File: config.mk
export PLATFORM = sky130hd
export DESIGN_NAME = arbitro_serial_tx
export DESIGN_NICKNAME = d
export VERILOG_FILES = /design/src/rtl/arbitro_serial_pkg.sv /design/src/rtl/arbitro_serial_tx_seletor_round_robin.sv /design/src/rtl/arbitro_serial_tx.sv
export SDC_FILE = /design/constraint.sdc
export NUM_CORES = 1
export LEC_CHECK = 0
export ABC_AREA = 1
export ABC_CLOCK_PERIOD_IN_PS = 1600
export BUFFER_PORTS_ARGS = -buffer_cell sky130_fd_sc_hd__buf_2
export CORE_MARGIN = 4
export CORE_UTILIZATION = 35
export DETAILED_ROUTE_END_ITERATION = 6
export GPL_ROUTABILITY_DRIVEN = 1
export GPL_TIMING_DRIVEN = 0
export SYNTH_ARGS = -nofsm -noshare
export SYNTH_HDL_FRONTEND = slang
export SYNTH_SLANG_ARGS = --single-unit
File: constraint.sdc
create_clock -name clock -period 1.6 [get_ports clock]
set_input_delay 0.24 -clock clock [delete_from_list [all_inputs] [get_ports clock]]
set_output_delay 0.24 -clock clock [all_outputs]
set_load 0.01 [all_outputs]
File: src/rtl/arbitro_serial_pkg.sv
// Shared definitions for the serial transmitter arbiter: FSM encoding,
// default byte width and the owner-index width helper.
package arbitro_serial_pkg;

   // Arbiter FSM states.
   typedef enum logic [2:0] {
      OCIOSO  = 3'd0,
      ARBITRA = 3'd1,
      PARTIDA = 3'd2,
      ESPERA  = 3'd3,
      CONCLUI = 3'd4,
      SEGURA  = 3'd5
   } estado_t;

   localparam int DATA_W_PADRAO = 8;

   // Owner index width: max(1, clog2(n)).
   function automatic int largura_indice(input int n);
      return (n <= 2) ? 1 : $clog2(n);
   endfunction

endpackage

File: src/rtl/arbitro_serial_tx_seletor_round_robin.sv
// Combinational round-robin selector: the first active request found at
// ptr+1, ptr+2, ... (modulo N_REQ). The last winner is checked last.
module seletor_round_robin #(
   parameter int N_REQ = 3,
   parameter int IDX_W = 2
) (
   input  logic [N_REQ-1:0] req,
   input  logic [IDX_W-1:0] ptr,
   output logic             valido,
   output logic [IDX_W-1:0] indice
);

   int pos;

   // Scan all requesters starting just after the pointer; keep the first hit.
   always_comb begin
      valido = 1'b0;
      indice = '0;
      pos    = 0;
      for (int k = 1; k <= N_REQ; k++) begin
         pos = (int'(ptr) + k) % N_REQ;
         if (!valido && req[pos]) begin
            valido = 1'b1;
            indice = IDX_W'(pos);
         end
      end
   end

endmodule

File: src/rtl/arbitro_serial_tx.sv
// Shares one serial transmitter among N_REQ byte producers. Round-robin per
// byte; a requester holding lock keeps ownership across a multi-byte frame.
// Optional watchdog: define ARBITRO_SERIAL_TX_TIMEOUT_EN to abort a transfer
// (ESPERA) or a held frame (SEGURA) after TIMEOUT_CICLOS clocks and raise the
// sticky erro_timeout flag.
module arbitro_serial_tx
   import arbitro_serial_pkg::*;
#(
   parameter  int N_REQ          = 3,
   parameter  int DATA_W         = DATA_W_PADRAO,
   parameter  int TIMEOUT_CICLOS = 200000,
   localparam int IDX_W          = largura_indice(N_REQ)
) (
   input  logic                    clock,
   input  logic                    reset,
   input  logic [N_REQ-1:0]        req,
   input  logic [N_REQ-1:0]        lock,
   input  logic [N_REQ*DATA_W-1:0] dados_in,
   input  logic                    tx_pronto,
   output logic                    tx_partida,
   output logic [DATA_W-1:0]       tx_dados,
   output logic [N_REQ-1:0]        grant,
   output logic [N_REQ-1:0]        enviado,
   output logic [IDX_W-1:0]        dono,
   output logic                    erro_timeout
);

   estado_t          estado, prox;
   logic [IDX_W-1:0] ptr;
   logic             valido;
   logic [IDX_W-1:0] indice;
   logic             estouro;
   logic [N_REQ-1:0] dono_onehot;

   seletor_round_robin #(
      .N_REQ (N_REQ),
      .IDX_W (IDX_W)
   ) u_seletor (
      .req    (req),
      .ptr    (ptr),
      .valido (valido),
      .indice (indice)
   );

   assign dono_onehot = {{(N_REQ-1){1'b0}}, 1'b1} << dono;

   // State register.
   always_ff @(posedge clock or posedge reset) begin
      if (reset) estado <= OCIOSO;
      else       estado <= prox;
   end

   // Next-state logic; in SEGURA a pending byte beats a lock release.
   always_comb begin
      prox = estado;
      case (estado)
         OCIOSO:  if (|req) prox = ARBITRA;
         ARBITRA: prox = valido ? PARTIDA : OCIOSO;
         PARTIDA: prox = ESPERA;
         ESPERA: begin
            if (tx_pronto)    prox = CONCLUI;
            else if (estouro) prox = OCIOSO;
         end
         CONCLUI: prox = lock[dono] ? SEGURA : OCIOSO;
         SEGURA: begin
            if (req[dono])                   prox = PARTIDA;
            else if (!lock[dono] || estouro) prox = OCIOSO;
         end
         default: prox = OCIOSO;
      endcase
   end

   // Owner, pointer and byte latch; ptr moves only on a completed byte.
   always_ff @(posedge clock or posedge reset) begin
      if (reset) begin
         ptr      <= IDX_W'(N_REQ-1);
         dono     <= '0;
         tx_dados <= '0;
      end else begin
         case (estado)
            ARBITRA: begin
               if (valido) begin
                  dono     <= indice;
                  tx_dados <= dados_in[int'(indice)*DATA_W +: DATA_W];
               end
            end
            CONCLUI: ptr <= dono;
            SEGURA: begin
               if (req[dono]) tx_dados <= dados_in[int'(dono)*DATA_W +: DATA_W];
            end
            default: ;
         endcase
      end
   end

   // Moore outputs decoded from the state and the latched owner.
   always_comb begin
      tx_partida = (estado == PARTIDA);
      grant      = '0;
      enviado    = '0;
      if (estado == PARTIDA || estado == ESPERA ||
          estado == CONCLUI || estado == SEGURA)
         grant = dono_onehot;
      if (estado == CONCLUI)
         enviado = dono_onehot;
   end

`ifdef ARBITRO_SERIAL_TX_TIMEOUT_EN
   localparam int CNT_W = $clog2(TIMEOUT_CICLOS + 1);

   logic [CNT_W-1:0] contador;
   logic             erro_r;

   assign estouro = (estado == ESPERA || estado == SEGURA) &&
                    (contador == CNT_W'(TIMEOUT_CICLOS - 1));
   assign erro_timeout = erro_r;

   // Watchdog counter: restarts on every state change, counts while waiting.
   always_ff @(posedge clock or posedge reset) begin
      if (reset)                                        contador <= '0;
      else if (prox != estado)                          contador <= '0;
      else if (estado == ESPERA || estado == SEGURA)    contador <= contador + 1'b1;
   end

   // Sticky error flag, raised only when the watchdog actually aborts.
   always_ff @(posedge clock or posedge reset) begin
      if (reset)                            erro_r <= 1'b0;
      else if (estouro && prox == OCIOSO)   erro_r <= 1'b1;
   end
`else
   assign estouro      = 1'b0;
   assign erro_timeout = 1'b0;
`endif

endmodule

==> out/metrics.cfg <==
[synthesis]
ys_types = 24
yosysSeqAreaShare_pct = 28.29
synth_edf_count = 0
synth_seq_cells = 15
synth_compound_gate_area_share_pct = 5.921
synth-simple-area-share_pct = 48.50
netlist_area_mm2 = 0.001331
synth_top_family_by_area = simple AND/OR/NAND/NOR gates
syn_nets = 253
syn_area_per_cell_um2 = 6.163
synth_warnings = 0
synth_xor_area_share_pct = 0
synth_mux_area_share_pct = 0
synth_ff_type = dfrtp_1
synth_fa_ha_area_share_pct = 3.759
syn_inst = 216
ys_async_sr_fraction_pct = 100.0

[placed_design]
hpwl_um = 2852
post-place-ws_ns = -0.3396
place_area_mm2 = 0.001664
io_buffers = 49
dp.cells = 313
gp_congestion = 0.8391

[critical_path]
critPathArrivalTime_ns = 2.08
cp.required_ns = 1.74
crit_path_start_kind = register
endpoint_kind = register
path_max_fanout = 8
critical_path_class = register to register

[clock_network]
clockBufferDepth = 2
numCtsBuffers = 3
clkSinkCount = 15
clkLatencyLatePin_ns = 0.25
htreeDepth = 1
holdBufCountCts = 0
cts_tree = yes
clockRootBuffer = clkbuf_8
path_clk_slew_ns = 0.06

[floorplan]
pin_count = 51
die_h_um = 69.68
start_util_pct = 36.36
die_x_um = 69.68
rows = 22
coreArea_mm2 = 0.003661
die-area_mm2 = 0.004855

[drt]
antenna_left = 0
drt_iter0_markers = 73
viasPerCell = 4.744
first_pass_iters = 4
drt_wl_total_um = 4098
vias = 1575
route.detailed.drc = 0
wl_per_cell_um = 12.34

[global_route]
grt_antenna_before_repair = 0
grt_pass1_wl_um = 6630
first_global_vias = 1485
track_usage_pct = 16.31
grt_max_degree = 16
grt-ovfl-total = 0

[sta]
final-setup-viol-count = 16
maxSlewViolCount = 0
tightestPinTransition_ns = 0.5564
fmax_mhz = 515.0
fin_ws_ns = -0.3418
fin_setup_tns_ns = -3.560
finClkSkew_ns = 0.005024
hold_viol_final = 0
relSlewSlack_pct = 62.86
fin_crit_sh_pct = 121.4
rsz0062_at_grt = yes
hold_ws_ns = 0.02982
period_needed_ns = 1.942

[pwr]
combPwrFrac_pct = 76.4
power_density_mw_per_mm2 = 2113
total_power_mw = 4.524
pwr-share-seq_pct = 16.9
p_leak_nw = 1.188
max-vdd-ir-drop_uv = 929.6
switching_share_pct = 53.73
intPower_mw = 2.093
pwr-share-clk_pct = 6.7
power_switching_mw = 2.430

[outcome]
status = finished, violations left
failed_checks = setup timing

[final_layout]
stdcell_count = 332
layout-drive-gt1-share_pct = 51.76
final_common_cell = nand2_1
multi_input_area_mm2 = 0.001099
final_util_pct = 58.48
seq_area_um2 = 380.4
area_growth_pct = 60.81
fill_cells = 355
final_area_mm2 = 0.002141
n_antenna_cell = 0
nNetsFinal = 322
layout_common_cells = nand2_1, buf_2, inv_1

[min_path]
hold_class = input pin to asynchronous set/reset pin

[run]
cap_violations = 0

-- kinds of logic (layout without fill, tap and decap cells) --
logic type      Yosys count  after routing
other cells               1              1
compound gates           14             14
flops                    15             15
fa+ha+maj                 4              4
buf+inv                  46            112
simple gates            136            138
-- power by group through the flow --
stage	Sequential, mW	Combinational [mW]	Clock (mW)
after floorplan	0.766	1.74	0
after global placement	0.734	2.39	0
after detailed placement	0.740	2.39	0
after CTS	0.752	2.85	0.315
after global routing	0.792	3.84	0.332
final	0.764	3.46	0.304
-- registers in the layout, indices dropped and copies added, names as in the netlist --
name,count
estado,3
dono,2
tx_dados,8
ptr,2
-- cell usage after synthesis, types with 2 or more instances --
library cell  instances  area (um2)
dfrtp_1              14       350.3
nand2_1              65       244.0
inv_1                39       146.4
nor2_1               12       45.04
o21ai_0               6       30.03
o21ai_1               2       10.01
ha_1                  4       50.05
inv_2                 6       22.52
nor3_1                3       15.01
nand2_4               2       22.52
a21oi_1               3       15.01
nand3b_1              2       15.01
nand3_1              42       210.2
nand2_2               6       37.54
-- path summary, 6_finish.rpt --
path	depth (start not counted)	end	slack (ns)	start
worst max-delay path	13	tx_dados[3]$_DFFE_PP0P_	-0.34	ptr[1]$_DFFE_PP1P_
worst min-delay path	2	tx_dados[2]$_DFFE_PP0P_	0.03	reset
worst max register to register	13	tx_dados[3]$_DFFE_PP0P_	-0.34	ptr[1]$_DFFE_PP1P_
worst min register to register	2	tx_dados[4]$_DFFE_PP0P_	0.47	tx_dados[4]$_DFFE_PP0P_
max in group asynchronous	2	ptr[0]$_DFFE_PP0P_	1.17	reset
min in group clock	3	estado[1]$_DFFE_PP0P_	0.28	tx_pronto
-- area by class of cell --
| class | count | share of cell area, % |
|---|---|---|
| plain buffers | 1 | 0.3507 |
| clock buffers | 3 | 1.929 |
| clock inverters | 1 | 0.2338 |
| inverters | 45 | 8.475 |
| multi-input cells | 157 | 51.31 |
| flip-flops and latches | 15 | 17.77 |
| well taps | 48 | 2.805 |
| repair buffers | 62 | 17.12 |
-- layer usage --
layer	GRT usage (%)	share of wire [%]
met1	21.61	44
met2	27.54	51
met3	2.029	3.4
met4	5.106	1.2
met5	0	0
-- critical path: stages, from the launching register on --
cell,delay (ns)
dfstp_2,0.59
ha_4,0.25
o21ai_2,0.17
nand2_4,0.11
nand3_2,0.08
nand2_2,0.06
inv_4,0.08
nand2_4,0.07
nand2_8,0.10
nand3_2,0.07
nand3_2,0.09
nand2_2,0.05
nand2_1,0.05
nand2_1,0.05
-- what timing repair did --
action,CTS,global route
setup endpoints to repair,17,19
gates resized for setup,36,44
setup buffers,6,7
gates cloned,1,1
pin swaps,10,17
Power figures use the tool's default switching activity.
